$ cat config.mk
export PLATFORM = sky130hd
export DESIGN_NAME = control_unit_flat
export DESIGN_NICKNAME = d
export VERILOG_FILES = /design/src/rtl/control_unit_pkg.sv /design/src/rtl/control_unit_if.sv /design/src/rtl/control_unit_op_decoder.sv /design/src/rtl/control_unit.sv /design/src/flat_wrapper.sv
export SDC_FILE = /design/constraint.sdc
export NUM_CORES = 1
export LEC_CHECK = 0
export BUFFER_PORTS_ARGS = -buffer_cell sky130_fd_sc_hd__buf_2
export CORE_MARGIN = 4
export CORE_UTILIZATION = 45
export DETAILED_ROUTE_END_ITERATION = 12
export GPL_TIMING_DRIVEN = 0
export PLACE_DENSITY_LB_ADDON = 0.05
export REMOVE_ABC_BUFFERS = 1
export SKIP_CTS_REPAIR_TIMING = 1
export SYNTH_ARGS = -nofsm -noshare
export SYNTH_HDL_FRONTEND = slang
export SYNTH_SLANG_ARGS = --single-unit
$ cat constraint.sdc
create_clock -name clk -period 5.69 [get_ports clk]
set_clock_uncertainty 0.15 [all_clocks]
set_input_delay 0.569 -clock clk [delete_from_list [all_inputs] [get_ports clk]]
set_output_delay 0.569 -clock clk [all_outputs]
set_load 0.03 [all_outputs]
$ cat src/rtl/control_unit_pkg.sv
// Shared types for the hardwired control unit: opcodes, FSM states, op classes, ALU select indices.
package control_unit_pkg;

    localparam logic [4:0] OP_LD   = 5'b00000;
    localparam logic [4:0] OP_LDI  = 5'b00001;
    localparam logic [4:0] OP_ST   = 5'b00010;
    localparam logic [4:0] OP_ADD  = 5'b00011;
    localparam logic [4:0] OP_SUB  = 5'b00100;
    localparam logic [4:0] OP_SHR  = 5'b00101;
    localparam logic [4:0] OP_SHL  = 5'b00110;
    localparam logic [4:0] OP_ROR  = 5'b00111;
    localparam logic [4:0] OP_ROL  = 5'b01000;
    localparam logic [4:0] OP_AND  = 5'b01001;
    localparam logic [4:0] OP_OR   = 5'b01010;
    localparam logic [4:0] OP_ADDI = 5'b01011;
    localparam logic [4:0] OP_ANDI = 5'b01100;
    localparam logic [4:0] OP_ORI  = 5'b01101;
    localparam logic [4:0] OP_MUL  = 5'b01110;
    localparam logic [4:0] OP_DIV  = 5'b01111;
    localparam logic [4:0] OP_NEG  = 5'b10000;
    localparam logic [4:0] OP_NOT  = 5'b10001;
    localparam logic [4:0] OP_BR   = 5'b10010;
    localparam logic [4:0] OP_JR   = 5'b10011;
    localparam logic [4:0] OP_IN   = 5'b10101;
    localparam logic [4:0] OP_OUT  = 5'b10110;
    localparam logic [4:0] OP_MFHI = 5'b10111;
    localparam logic [4:0] OP_MFLO = 5'b11000;
    localparam logic [4:0] OP_NOP  = 5'b11001;
    localparam logic [4:0] OP_HALT = 5'b11010;

    localparam int ALU_W   = 12;
    localparam int ALU_ADD = 0;
    localparam int ALU_SUB = 1;
    localparam int ALU_MUL = 2;
    localparam int ALU_DIV = 3;
    localparam int ALU_SHR = 4;
    localparam int ALU_SHL = 5;
    localparam int ALU_ROR = 6;
    localparam int ALU_ROL = 7;
    localparam int ALU_AND = 8;
    localparam int ALU_OR  = 9;
    localparam int ALU_NEG = 10;
    localparam int ALU_NOT = 11;

    typedef enum logic [3:0] {
        S_RST  = 4'd0,
        S_T0   = 4'd1,
        S_T1   = 4'd2,
        S_T2   = 4'd3,
        S_T3   = 4'd4,
        S_T4   = 4'd5,
        S_T5   = 4'd6,
        S_T6   = 4'd7,
        S_T7   = 4'd8,
        S_HALT = 4'd9
    } cu_state_t;

    typedef enum logic [3:0] {
        C_ALU3, C_MULDIV, C_UNARY, C_IMM, C_LDI, C_LD, C_ST, C_BR,
        C_JR, C_IN, C_OUT, C_MFHI, C_MFLO, C_NOP, C_HALT, C_ILL
    } op_class_t;

    // Final execute state of each class; the FSM returns to T0 (or HALT on stop) from here.
    function automatic cu_state_t last_state(input op_class_t c);
        case (c)
            C_ALU3, C_MULDIV, C_IMM, C_LDI: return S_T5;
            C_UNARY:                        return S_T4;
            C_LD, C_ST:                     return S_T7;
            C_BR:                           return S_T6;
            default:                        return S_T3;
        endcase
    endfunction

endpackage

$ cat src/rtl/control_unit_if.sv
// Control unit <-> datapath bundle: IR/CON/stop toward the sequencer, strobes back out.
interface control_unit_if
    import control_unit_pkg::*;
#(
    parameter int BITS = 32
);
    logic [BITS-1:0] ir;
    logic            con;
    logic            stop;
    logic            dp_reset, run, illegal, hi_sel;
    logic            PCout, MARin, IncPC, RZin, RZout, PCin, Read, Write, MDRin, MDRout, IRin;
    logic            Gra, Grb, Grc, Rin, Rout, BAout, Cout, CONin, RYin, HILOin, HILOout;
    logic            INPUTout, OUTPUTin;
    logic            ADD, SUB, MUL, DIV, SHR, SHL, ROR, ROL, AND, OR, NEGATE, NOT;
    cu_state_t       state;

    // Strobes are level signals valid for one full clock; there is no handshake back-pressure.
    modport master (
        input  ir, con, stop,
        output dp_reset, run, illegal, hi_sel,
        output PCout, MARin, IncPC, RZin, RZout, PCin, Read, Write, MDRin, MDRout, IRin,
        output Gra, Grb, Grc, Rin, Rout, BAout, Cout, CONin, RYin, HILOin, HILOout,
        output INPUTout, OUTPUTin,
        output ADD, SUB, MUL, DIV, SHR, SHL, ROR, ROL, AND, OR, NEGATE, NOT,
        output state
    );

    modport slave (
        output ir, con, stop,
        input  dp_reset, run, illegal, hi_sel,
        input  PCout, MARin, IncPC, RZin, RZout, PCin, Read, Write, MDRin, MDRout, IRin,
        input  Gra, Grb, Grc, Rin, Rout, BAout, Cout, CONin, RYin, HILOin, HILOout,
        input  INPUTout, OUTPUTin,
        input  ADD, SUB, MUL, DIV, SHR, SHL, ROR, ROL, AND, OR, NEGATE, NOT,
        input  state
    );
endinterface

$ cat src/rtl/control_unit_op_decoder.sv
// Combinational opcode decode: instruction class, one-hot ALU function, illegal flag.
module control_unit_op_decoder
    import control_unit_pkg::*;
(
    input  logic [4:0]       i_op,
    output op_class_t        o_class,
    output logic [ALU_W-1:0] o_alu,
    output logic             o_illegal
);
    always_comb begin
        o_class = C_ILL;
        o_alu   = '0;
        case (i_op)
            OP_LD:   begin o_class = C_LD;     o_alu[ALU_ADD] = 1'b1; end
            OP_LDI:  begin o_class = C_LDI;    o_alu[ALU_ADD] = 1'b1; end
            OP_ST:   begin o_class = C_ST;     o_alu[ALU_ADD] = 1'b1; end
            OP_ADD:  begin o_class = C_ALU3;   o_alu[ALU_ADD] = 1'b1; end
            OP_SUB:  begin o_class = C_ALU3;   o_alu[ALU_SUB] = 1'b1; end
            OP_SHR:  begin o_class = C_ALU3;   o_alu[ALU_SHR] = 1'b1; end
            OP_SHL:  begin o_class = C_ALU3;   o_alu[ALU_SHL] = 1'b1; end
            OP_ROR:  begin o_class = C_ALU3;   o_alu[ALU_ROR] = 1'b1; end
            OP_ROL:  begin o_class = C_ALU3;   o_alu[ALU_ROL] = 1'b1; end
            OP_AND:  begin o_class = C_ALU3;   o_alu[ALU_AND] = 1'b1; end
            OP_OR:   begin o_class = C_ALU3;   o_alu[ALU_OR]  = 1'b1; end
            OP_ADDI: begin o_class = C_IMM;    o_alu[ALU_ADD] = 1'b1; end
            OP_ANDI: begin o_class = C_IMM;    o_alu[ALU_AND] = 1'b1; end
            OP_ORI:  begin o_class = C_IMM;    o_alu[ALU_OR]  = 1'b1; end
            OP_MUL:  begin o_class = C_MULDIV; o_alu[ALU_MUL] = 1'b1; end
            OP_DIV:  begin o_class = C_MULDIV; o_alu[ALU_DIV] = 1'b1; end
            OP_NEG:  begin o_class = C_UNARY;  o_alu[ALU_NEG] = 1'b1; end
            OP_NOT:  begin o_class = C_UNARY;  o_alu[ALU_NOT] = 1'b1; end
            OP_BR:   begin o_class = C_BR;     o_alu[ALU_ADD] = 1'b1; end
            OP_JR:   o_class = C_JR;
            OP_IN:   o_class = C_IN;
            OP_OUT:  o_class = C_OUT;
            OP_MFHI: o_class = C_MFHI;
            OP_MFLO: o_class = C_MFLO;
            OP_NOP:  o_class = C_NOP;
            OP_HALT: o_class = C_HALT;
            default: o_class = C_ILL;
        endcase
    end

    assign o_illegal = (o_class == C_ILL);
endmodule

$ cat src/rtl/control_unit.sv
// Hardwired Moore sequencer: fetch T0-T2, decode at T3, per-class execute, HALT on halt/illegal/stop.
module control_unit
    import control_unit_pkg::*;
#(
    parameter int BITS = 32,
    parameter int OPW  = 5
)(
    input  logic          clk,
    input  logic          reset,
    control_unit_if.master bus
);
    cu_state_t        r_state, w_next;
    logic [OPW-1:0]   r_op;
    logic             r_illegal;
    op_class_t        w_cls;
    logic [ALU_W-1:0] w_alu;
    logic             w_ill;
    logic             w_alu_en;
    logic             w_unused_ir;

    assign w_unused_ir = ^bus.ir[BITS-OPW-1:0];

    control_unit_op_decoder u_dec (
        .i_op      (r_op),
        .o_class   (w_cls),
        .o_alu     (w_alu),
        .o_illegal (w_ill)
    );

    always_ff @(posedge clk or negedge reset) begin
        if (!reset) begin
            r_state   <= S_RST;
            r_op      <= '0;
            r_illegal <= 1'b0;
        end else begin
            r_state <= w_next;
            if (r_state == S_T2)
                r_op <= bus.ir[BITS-1 -: OPW];
            if (r_state == S_T3 && w_ill)
                r_illegal <= 1'b1;
        end
    end

    always_comb begin
        w_next = r_state;
        case (r_state)
            S_RST:  w_next = S_T0;
            S_T0:   w_next = S_T1;
            S_T1:   w_next = S_T2;
            S_T2:   w_next = S_T3;
            S_HALT: w_next = S_HALT;
            default: begin
                if (r_state == S_T3 && (w_cls == C_HALT || w_ill))
                    w_next = S_HALT;
                else if (r_state == last_state(w_cls))
                    w_next = bus.stop ? S_HALT : S_T0;
                else
                    w_next = cu_state_t'(r_state + 4'd1);
            end
        endcase
    end

    always_comb begin
        bus.PCout = 1'b0;  bus.MARin = 1'b0;  bus.IncPC = 1'b0;    bus.RZin = 1'b0;
        bus.RZout = 1'b0;  bus.PCin = 1'b0;   bus.Read = 1'b0;     bus.Write = 1'b0;
        bus.MDRin = 1'b0;  bus.MDRout = 1'b0; bus.IRin = 1'b0;     bus.Gra = 1'b0;
        bus.Grb = 1'b0;    bus.Grc = 1'b0;    bus.Rin = 1'b0;      bus.Rout = 1'b0;
        bus.BAout = 1'b0;  bus.Cout = 1'b0;   bus.CONin = 1'b0;    bus.RYin = 1'b0;
        bus.HILOin = 1'b0; bus.HILOout = 1'b0; bus.INPUTout = 1'b0; bus.OUTPUTin = 1'b0;
        bus.hi_sel = 1'b0;
        w_alu_en   = 1'b0;
        case (r_state)
            S_T0: begin bus.PCout = 1'b1; bus.MARin = 1'b1; bus.IncPC = 1'b1; bus.RZin = 1'b1; end
            S_T1: begin bus.RZout = 1'b1; bus.PCin = 1'b1; bus.Read = 1'b1; bus.MDRin = 1'b1; end
            S_T2: begin bus.MDRout = 1'b1; bus.IRin = 1'b1; end
            S_T3: case (w_cls)
                C_ALU3, C_IMM:     begin bus.Grb = 1'b1; bus.Rout = 1'b1; bus.RYin = 1'b1; end
                C_LDI, C_LD, C_ST: begin bus.Grb = 1'b1; bus.BAout = 1'b1; bus.RYin = 1'b1; end
                C_MULDIV:          begin bus.Gra = 1'b1; bus.Rout = 1'b1; bus.RYin = 1'b1; end
                C_UNARY:           begin bus.Grb = 1'b1; bus.Rout = 1'b1; w_alu_en = 1'b1; bus.RZin = 1'b1; end
                C_BR:              begin bus.Gra = 1'b1; bus.Rout = 1'b1; bus.CONin = 1'b1; end
                C_JR:              begin bus.Gra = 1'b1; bus.Rout = 1'b1; bus.PCin = 1'b1; end
                C_IN:              begin bus.INPUTout = 1'b1; bus.Gra = 1'b1; bus.Rin = 1'b1; end
                C_OUT:             begin bus.Gra = 1'b1; bus.Rout = 1'b1; bus.OUTPUTin = 1'b1; end
                C_MFHI:            begin bus.HILOout = 1'b1; bus.hi_sel = 1'b1; bus.Gra = 1'b1; bus.Rin = 1'b1; end
                C_MFLO:            begin bus.HILOout = 1'b1; bus.Gra = 1'b1; bus.Rin = 1'b1; end
                default: ;
            endcase
            S_T4: case (w_cls)
                C_ALU3:   begin bus.Grc = 1'b1; bus.Rout = 1'b1; w_alu_en = 1'b1; bus.RZin = 1'b1; end
                C_MULDIV: begin bus.Grb = 1'b1; bus.Rout = 1'b1; w_alu_en = 1'b1; bus.RZin = 1'b1; end
                C_UNARY:  begin bus.RZout = 1'b1; bus.Gra = 1'b1; bus.Rin = 1'b1; end
                C_IMM, C_LDI, C_LD, C_ST:
                          begin bus.Cout = 1'b1; w_alu_en = 1'b1; bus.RZin = 1'b1; end
                C_BR:     begin bus.PCout = 1'b1; bus.RYin = 1'b1; end
                default: ;
            endcase
            S_T5: case (w_cls)
                C_ALU3, C_IMM, C_LDI: begin bus.RZout = 1'b1; bus.Gra = 1'b1; bus.Rin = 1'b1; end
                C_MULDIV:             begin bus.RZout = 1'b1; bus.HILOin = 1'b1; end
                C_LD, C_ST:           begin bus.RZout = 1'b1; bus.MARin = 1'b1; end
                C_BR:                 begin bus.Cout = 1'b1; w_alu_en = 1'b1; bus.RZin = 1'b1; end
                default: ;
            endcase
            // Branch target is committed only when the CON flag says taken.
            S_T6: case (w_cls)
                C_LD: begin bus.Read = 1'b1; bus.MDRin = 1'b1; end
                C_ST: begin bus.Gra = 1'b1; bus.Rout = 1'b1; bus.MDRin = 1'b1; end
                C_BR: begin bus.RZout = 1'b1; bus.PCin = bus.con; end
                default: ;
            endcase
            S_T7: case (w_cls)
                C_LD: begin bus.MDRout = 1'b1; bus.Gra = 1'b1; bus.Rin = 1'b1; end
                C_ST: bus.Write = 1'b1;
                default: ;
            endcase
            default: ;
        endcase
    end

    assign bus.ADD    = w_alu_en & w_alu[ALU_ADD];
    assign bus.SUB    = w_alu_en & w_alu[ALU_SUB];
    assign bus.MUL    = w_alu_en & w_alu[ALU_MUL];
    assign bus.DIV    = w_alu_en & w_alu[ALU_DIV];
    assign bus.SHR    = w_alu_en & w_alu[ALU_SHR];
    assign bus.SHL    = w_alu_en & w_alu[ALU_SHL];
    assign bus.ROR    = w_alu_en & w_alu[ALU_ROR];
    assign bus.ROL    = w_alu_en & w_alu[ALU_ROL];
    assign bus.AND    = w_alu_en & w_alu[ALU_AND];
    assign bus.OR     = w_alu_en & w_alu[ALU_OR];
    assign bus.NEGATE = w_alu_en & w_alu[ALU_NEG];
    assign bus.NOT    = w_alu_en & w_alu[ALU_NOT];

    assign bus.dp_reset = (r_state == S_RST);
    assign bus.run      = (r_state != S_HALT);
    assign bus.illegal  = r_illegal;
    assign bus.state    = r_state;
endmodule

$ cat src/flat_wrapper.sv
// flat-port wrapper written by rule: the top's interface ports become plain ports
module control_unit_flat import control_unit_pkg::*;
#(
    parameter int BITS = 32,
    parameter int OPW  = 5
)
  (clk, reset, bus_ir, bus_con, bus_stop, bus_dp_reset, bus_run, bus_illegal, bus_hi_sel, bus_PCout, bus_MARin, bus_IncPC, bus_RZin, bus_RZout, bus_PCin, bus_Read, bus_Write, bus_MDRin, bus_MDRout, bus_IRin, bus_Gra, bus_Grb, bus_Grc, bus_Rin, bus_Rout, bus_BAout, bus_Cout, bus_CONin, bus_RYin, bus_HILOin, bus_HILOout, bus_INPUTout, bus_OUTPUTin, bus_ADD, bus_SUB, bus_MUL, bus_DIV, bus_SHR, bus_SHL, bus_ROR, bus_ROL, bus_AND, bus_OR, bus_NEGATE, bus_NOT, bus_state);
  control_unit_if #(.BITS(BITS)) bus_i ();
  input  logic clk;
  input  logic reset;
  input wire logic [$bits(bus_i.ir)-1:0] bus_ir;
  input wire logic [$bits(bus_i.con)-1:0] bus_con;
  input wire logic [$bits(bus_i.stop)-1:0] bus_stop;
  output wire logic [$bits(bus_i.dp_reset)-1:0] bus_dp_reset;
  output wire logic [$bits(bus_i.run)-1:0] bus_run;
  output wire logic [$bits(bus_i.illegal)-1:0] bus_illegal;
  output wire logic [$bits(bus_i.hi_sel)-1:0] bus_hi_sel;
  output wire logic [$bits(bus_i.PCout)-1:0] bus_PCout;
  output wire logic [$bits(bus_i.MARin)-1:0] bus_MARin;
  output wire logic [$bits(bus_i.IncPC)-1:0] bus_IncPC;
  output wire logic [$bits(bus_i.RZin)-1:0] bus_RZin;
  output wire logic [$bits(bus_i.RZout)-1:0] bus_RZout;
  output wire logic [$bits(bus_i.PCin)-1:0] bus_PCin;
  output wire logic [$bits(bus_i.Read)-1:0] bus_Read;
  output wire logic [$bits(bus_i.Write)-1:0] bus_Write;
  output wire logic [$bits(bus_i.MDRin)-1:0] bus_MDRin;
  output wire logic [$bits(bus_i.MDRout)-1:0] bus_MDRout;
  output wire logic [$bits(bus_i.IRin)-1:0] bus_IRin;
  output wire logic [$bits(bus_i.Gra)-1:0] bus_Gra;
  output wire logic [$bits(bus_i.Grb)-1:0] bus_Grb;
  output wire logic [$bits(bus_i.Grc)-1:0] bus_Grc;
  output wire logic [$bits(bus_i.Rin)-1:0] bus_Rin;
  output wire logic [$bits(bus_i.Rout)-1:0] bus_Rout;
  output wire logic [$bits(bus_i.BAout)-1:0] bus_BAout;
  output wire logic [$bits(bus_i.Cout)-1:0] bus_Cout;
  output wire logic [$bits(bus_i.CONin)-1:0] bus_CONin;
  output wire logic [$bits(bus_i.RYin)-1:0] bus_RYin;
  output wire logic [$bits(bus_i.HILOin)-1:0] bus_HILOin;
  output wire logic [$bits(bus_i.HILOout)-1:0] bus_HILOout;
  output wire logic [$bits(bus_i.INPUTout)-1:0] bus_INPUTout;
  output wire logic [$bits(bus_i.OUTPUTin)-1:0] bus_OUTPUTin;
  output wire logic [$bits(bus_i.ADD)-1:0] bus_ADD;
  output wire logic [$bits(bus_i.SUB)-1:0] bus_SUB;
  output wire logic [$bits(bus_i.MUL)-1:0] bus_MUL;
  output wire logic [$bits(bus_i.DIV)-1:0] bus_DIV;
  output wire logic [$bits(bus_i.SHR)-1:0] bus_SHR;
  output wire logic [$bits(bus_i.SHL)-1:0] bus_SHL;
  output wire logic [$bits(bus_i.ROR)-1:0] bus_ROR;
  output wire logic [$bits(bus_i.ROL)-1:0] bus_ROL;
  output wire logic [$bits(bus_i.AND)-1:0] bus_AND;
  output wire logic [$bits(bus_i.OR)-1:0] bus_OR;
  output wire logic [$bits(bus_i.NEGATE)-1:0] bus_NEGATE;
  output wire logic [$bits(bus_i.NOT)-1:0] bus_NOT;
  output wire logic [$bits(bus_i.state)-1:0] bus_state;
  assign bus_i.ir = bus_ir;
  assign bus_i.con = bus_con;
  assign bus_i.stop = bus_stop;
  assign bus_dp_reset = bus_i.dp_reset;
  assign bus_run = bus_i.run;
  assign bus_illegal = bus_i.illegal;
  assign bus_hi_sel = bus_i.hi_sel;
  assign bus_PCout = bus_i.PCout;
  assign bus_MARin = bus_i.MARin;
  assign bus_IncPC = bus_i.IncPC;
  assign bus_RZin = bus_i.RZin;
  assign bus_RZout = bus_i.RZout;
  assign bus_PCin = bus_i.PCin;
  assign bus_Read = bus_i.Read;
  assign bus_Write = bus_i.Write;
  assign bus_MDRin = bus_i.MDRin;
  assign bus_MDRout = bus_i.MDRout;
  assign bus_IRin = bus_i.IRin;
  assign bus_Gra = bus_i.Gra;
  assign bus_Grb = bus_i.Grb;
  assign bus_Grc = bus_i.Grc;
  assign bus_Rin = bus_i.Rin;
  assign bus_Rout = bus_i.Rout;
  assign bus_BAout = bus_i.BAout;
  assign bus_Cout = bus_i.Cout;
  assign bus_CONin = bus_i.CONin;
  assign bus_RYin = bus_i.RYin;
  assign bus_HILOin = bus_i.HILOin;
  assign bus_HILOout = bus_i.HILOout;
  assign bus_INPUTout = bus_i.INPUTout;
  assign bus_OUTPUTin = bus_i.OUTPUTin;
  assign bus_ADD = bus_i.ADD;
  assign bus_SUB = bus_i.SUB;
  assign bus_MUL = bus_i.MUL;
  assign bus_DIV = bus_i.DIV;
  assign bus_SHR = bus_i.SHR;
  assign bus_SHL = bus_i.SHL;
  assign bus_ROR = bus_i.ROR;
  assign bus_ROL = bus_i.ROL;
  assign bus_AND = bus_i.AND;
  assign bus_OR = bus_i.OR;
  assign bus_NEGATE = bus_i.NEGATE;
  assign bus_NOT = bus_i.NOT;
  assign bus_state = bus_i.state;
  control_unit #(.BITS(BITS), .OPW(OPW)) u_core (.clk(clk), .reset(reset), .bus(bus_i));
endmodule
* Yosys cells after proc, flatten, opt, wreduce, memory -nomap -nowiden
Memory sizes are Yosys's and may differ from the RTL's.
Cells that the tools add are included.
** Operators by class
- Muxes and demuxes :: 68
- Bitwise gates (word level) :: 12
- Add/subtract/negate cells :: 1
- Eq/ne operators :: 50
- Reduce and logical (&&, ||, !) cells :: 25
** Operators by type and width (count)
- 4-bit one-hot mux with 15 select lines :: 1
- 5-bit equality test (second input constant) :: 10
- 1-bit two-way mux :: 45
- 5-bit by 4-bit equality test with 1-bit output (second input constant) :: 8
- 4-bit equality test (second input constant) :: 9
- 4-bit by 3-bit equality test with 1-bit output (second input constant) :: 8
- 4-bit two-way mux :: 6
- 5-bit by 3-bit equality test with 1-bit output (second input constant) :: 4
- 4-bit one-hot mux with 5 select lines :: 1
- 6-bit OR reduction :: 3
- 4-bit by 2-bit equality test with 1-bit output (second input constant) :: 4
- 1-bit one-hot mux with 2 select lines :: 8
- 2-bit OR reduction :: 7
- 7-bit OR reduction :: 2
- 1-bit bitwise AND :: 12
- 1-bit one-hot mux with 4 select lines :: 3
- 3-bit OR reduction :: 4
- 5-bit by 2-bit equality test with 1-bit output (second input constant) :: 2
- 1-bit one-hot mux with 3 select lines :: 3
- 4-bit by 1-bit equality test with 1-bit output (second input constant) :: 2
- 4-bit logical NOT :: 2
- 8-bit OR reduction :: 1
- 5-bit by 1-bit equality test with 1-bit output (second input constant) :: 1
- 5-bit logical NOT :: 1
- 8 further kinds :: 9
** Storage, ports and cells
- Bits of input ports :: 36
- Output and inout bits :: 44
- Bits in registers :: 10
- Memories :: 1
- Logic and storage cells :: 160
- ROM bits :: 32
** Memories
- (no name shown) :: words 8, bits a word 4, rd ports 1, clocked after memory_dff 0, wr ports 0, RTL line control_unit_pkg.sv:65 : case (c)

* Logic depth before layout (Yosys ltp)
- Word-level depth :: 12
- Gate-level depth with buffers :: 14
- Mapped depth without buffers :: 12

* Modules after synthesis
From an unflattened synthesis, not the netlist that was laid out.
** Unflattened totals
- Cells, all modules :: 226
- Area, all modules :: 1631.6 µm²
** By module, submodules not included
- control_unit :: instances 1, area each 1306.3 µm², cells each 168, seq. area each 250.2 µm²
- control_unit_op_decoder :: instances 1, area each 325.3 µm², cells each 58, seq. area each 0.0 µm²

* Least setup slack after synthesis
Ideal clock, no wire load.
- Kind :: reg2out
- From :: register u_core.r_op[1]
- To :: output port bus_ROL
- Buffers on the path :: 3
- Setup slack :: 1339 ps
- Required time :: 4971 ps
- Cell stages (with the launch flop) :: 13
- Arrival :: 3632 ps
- Cell sequence :: dfrtp_1 buf_6 clkbuf_1 xor2_1 a21oi_1 nor2_1 a211oi_1 ha_1 clkbuf_1 nand4_1 o221a_2 nand2b_1 nor4b_1
** On the way
- Cells in the longest elaborated chain, start to end :: 8
- Elaborated cells between the ends (all ways) :: 46
- Classes of those cells :: 32 x eq/ne; 6 x mux; 1 x bitwise; 7 x reduce/logical
** RTL lines
- start, declared :: RTL line control_unit.sv:13 : logic [OPW-1:0] r_op;
- start signal, assigned :: RTL line control_unit.sv:38 : r_op <= bus.ir[BITS-1 -: OPW];
- 5-bit by 4-bit equality test with 1-bit output, or another cell as far along :: RTL line control_unit_op_decoder.sv:13 : case (i_op)
- 8-bit OR reduction (no source line), or another cell as far along
- 4-bit one-hot mux with 15 select lines :: RTL line control_unit_op_decoder.sv:13
- 4-bit by 2-bit equality test with 1-bit output, or another cell as far along :: RTL line control_unit.sv:89 : S_T4: case (w_cls)
- 6-bit OR reduction (no source line)
- 1-bit two-way mux :: RTL line control_unit.sv:89
- 1-bit one-hot mux with 3 select lines :: RTL line control_unit.sv:72 : case (r_state)
- 1-bit bitwise AND * :: RTL line control_unit.sv:128 : assign bus.ROL = w_alu_en & w_alu[ALU_ROL];
- end, declared :: RTL line flat_wrapper.sv:49 : output wire logic [$bits(bus_i.ROL)-1:0] bus_ROL;
Mark *: on every way between the ends. The rest lies on a longest branch, timed or not.

* Worst setup path after layout
- From :: register u_core.r_op[4]
- To :: output port bus_ROL
The elaborated chain is that of the path after synthesis.

==> impl_metrics.toml <==
[sta]
worst_slack_ns = 1.03
finalSetupTns_ns = 0
relSlewSlack_pct = 48.7
holdWs_ns = -0.00426
clock.fmax_mhz = 214
rsz0062_at_grt = "no"
setup_viol = 0
fin_crit_ns = 4.66
worst_pin_slew_ns = 0.768
hold_viol_final = 10
slew_viol_final = 0
post-route-period-util_pct = 82.0

[synth]
postSynthAreaPerCell_um2 = 7.06
seq_area_frac_synth_pct = 16.1
synth_seq_cells = 10
synth_area_leaders = "dfrtp_1 16%, ha_1 6.4%, nand2_1 5.3%"
yosysMostFrequentCell = "nand2_1"
netlist_instances = 220
synth_warnings = 0
ys_async_sr_fraction_pct = 100
synthDistinctLibCells = 59
synth_top_area_cell = "dfrtp_1"
synth_enable_flop_cells = 0
synthTopCellsByCount = "22 x nand2_1, 20 x nor2_1, 16 x o21ai_0"
ys.flop_type = "dfrtp_1"
synth_top_cell_area_share_pct = 16.1
netlist_area_um2 = 1550

[die]
num_rows = 21
coreArea_um2 = 3340
die_w_um = 66.8
pin_count = 80
start_util_pct = 46.6
die_h_um = 66.8
die_area_um2 = 4460

[drt]
drcViolationCount = 0
drt_iter0_drc = 143
routedWlPerCell_um = 13.9
via_per_inst = 5.80
firstDrtPassIters = 4
detail-route-antenna-nets = 0
num_vias = 1763
wl_mm = 4.23

[clocking]
cts_tree = "yes"
cts_buffers = 3
cts_sinks = 10
clock-root-buffer = "clkbuf_4"
clk_path_buf_depth = 2
clk_latency_ns = 0.26
cts.htree.levels = 1
clk_pin_slew_ns = 0.06

[worst_setup_path]
critPathKind = "flip-flop to primary output"
crit_slowest_cell = "dfrtp_1"
critical_path_buf_inv_count = 2
r2r_start = "u_core.r_op[4]"
critPathLaunchType = "flip-flop"
crit_family = "simple AND/OR/NAND/NOR gates"
cp_data_arrival_time_ns = 3.95
cp-startpoint = "u_core.r_op[4]"
r2r_slack_ns = 2.23
crit_chain = "inv_1 > nand2_1 > nor2_1 > a211oi_1 > ha_1 > nor3b_2 > a221oi_2 > o221a_2 > nand2b_1 > nor4b_1 > buf_2"
cp.required_ns = 4.97
path_max_fanout = 22
max_stage_delay_ns = 0.75
worstRegToRegCells = 11
critPathCapture = "bus_ROL"
timing.rr.end = "u_core.bus.state[3]"
cp_num_cells = 11
cp-end-kind = "primary output"

[finish]
area_growth_pct = 17.5
nets = 303
drive_above_1_share_pct = 27.5
antenna_cells = 0

[global_route]
grt_overflow = 0
antenna_found_initial = 0
grt_max_degree = 23
grt_pass1_vias = 1517
grt_pass1_wl_mm = 6.99
grt_util_all_layers_pct = 19.5

[pwr]
sw_frac_of_total_pct = 60.3
power_per_cell_area_nw_per_um2 = 794
p_leak_nw = 0.916
ir_drop_mv = 0.319
comb_power_share_pct = 79.6
p_seq_share_pct = 16.0
clock_power_share_pct = 4.3
power.switching_mw = 0.874
intPower_mw = 0.575

[place]
globalplace.congestion = 0.837
dpl_worst_slack_ns = 1.39
hpwlAfterDp_mm = 3.23
port_buffers = 52

[run_status]
status = "finished, violations left"
violations = "hold timing"

[min_path]
hp-class = "input pin to asynchronous set/reset pin"

[job]
cap_violations = 0
per-layer routing:
metal,wire (um),vias up,GRT usage (%)
met3,260,3,1.01
li1,-,878,-
met5,0,-,0
met2,1930,60,31.6
met4,32,0,5.08
met1,2010,822,27.9
cells in the final DEF, fill, tap and decap left out, drive strengths merged, types with 5 or more instances in the layout:
cell type  count
and3           6
buf           52
nand2b         5
nor3           7
dfrtp         10
o21ai         16
nor4           5
a21oi          9
nor2          20
nand2         22
inv           16
ha             8
nand3          8
flip-flops by register name, indices dropped and copies added, names as in the netlist:
signal / cells
u_core.r_op: 5
u_core.bus.state: 4
u_core.bus.illegal: 1
power by group through the flow:
stage               Clock (mW)  Combinational [mW]  Sequential [mW]
floorplan                    0               0.877            0.232
global placement             0                1.15            0.233
detailed placement           0                1.15            0.232
CTS                     0.0653                1.15            0.229
global route            0.0691                1.27            0.247
finish                  0.0630                1.15            0.232
worst min path at each step:
stage / from / endpoint / slack (ns) / cells after the start
finish: reset / u_core.bus.state[3] / -0.004 / 1
global route: reset / u_core.bus.state[3] / 0.002 / 1
CTS: reset / u_core.bus.state[3] / -0.003 / 1
detailed placement: reset / u_core.bus.state[0] / 0.28 / 1
global placement: reset / u_core.bus.state[3] / 0.28 / 1
floorplan: reset / u_core.bus.illegal / 0.12 / 0
cell type report:
class,instances,area (um2)
Tap cell,46,57.6
Timing Repair Buffer,52,260
Clock buffer,4,36.3
Fill cell,358,1510
Multi-Input combinational cell,176,1160
Inverter,16,60.1
Sequential cell,10,250
kinds of logic after synthesis:
kind of cell / share of synthesized area [%]
buffers and inverters: 9.18
AND/OR/NAND/NOR: 34.5
AO/OA/AOI/OAI: 27.5
XOR/XNOR: 2.82
multiplexers: 3.46
adder cells (fa/ha/maj): 6.44
flip-flops: 16.1
metrics by stage:
| step | power, mW | instance area, um2 | util (%) | hold WS (ns) | instances |
|---|---|---|---|---|---|
| 5_1_grt | 1.59 | 1830 | 54.7 | 0.00248 | 304 |
| 2_1_floorplan | 1.11 | 1470 | - | 0.123 | 202 |
| 3_5_place_dp | 1.38 | 1790 | 53.6 | 0.283 | 300 |
| 3_3_place_gp | 1.38 | 1790 | 53.6 | 0.284 | 300 |
| 4_1_cts | 1.45 | 1830 | 54.7 | -0.00282 | 304 |
| 6_report | 1.45 | 1830 | 54.7 | -0.00426 | 304 |
No activity file was read; power rests on OpenSTA's default activity.
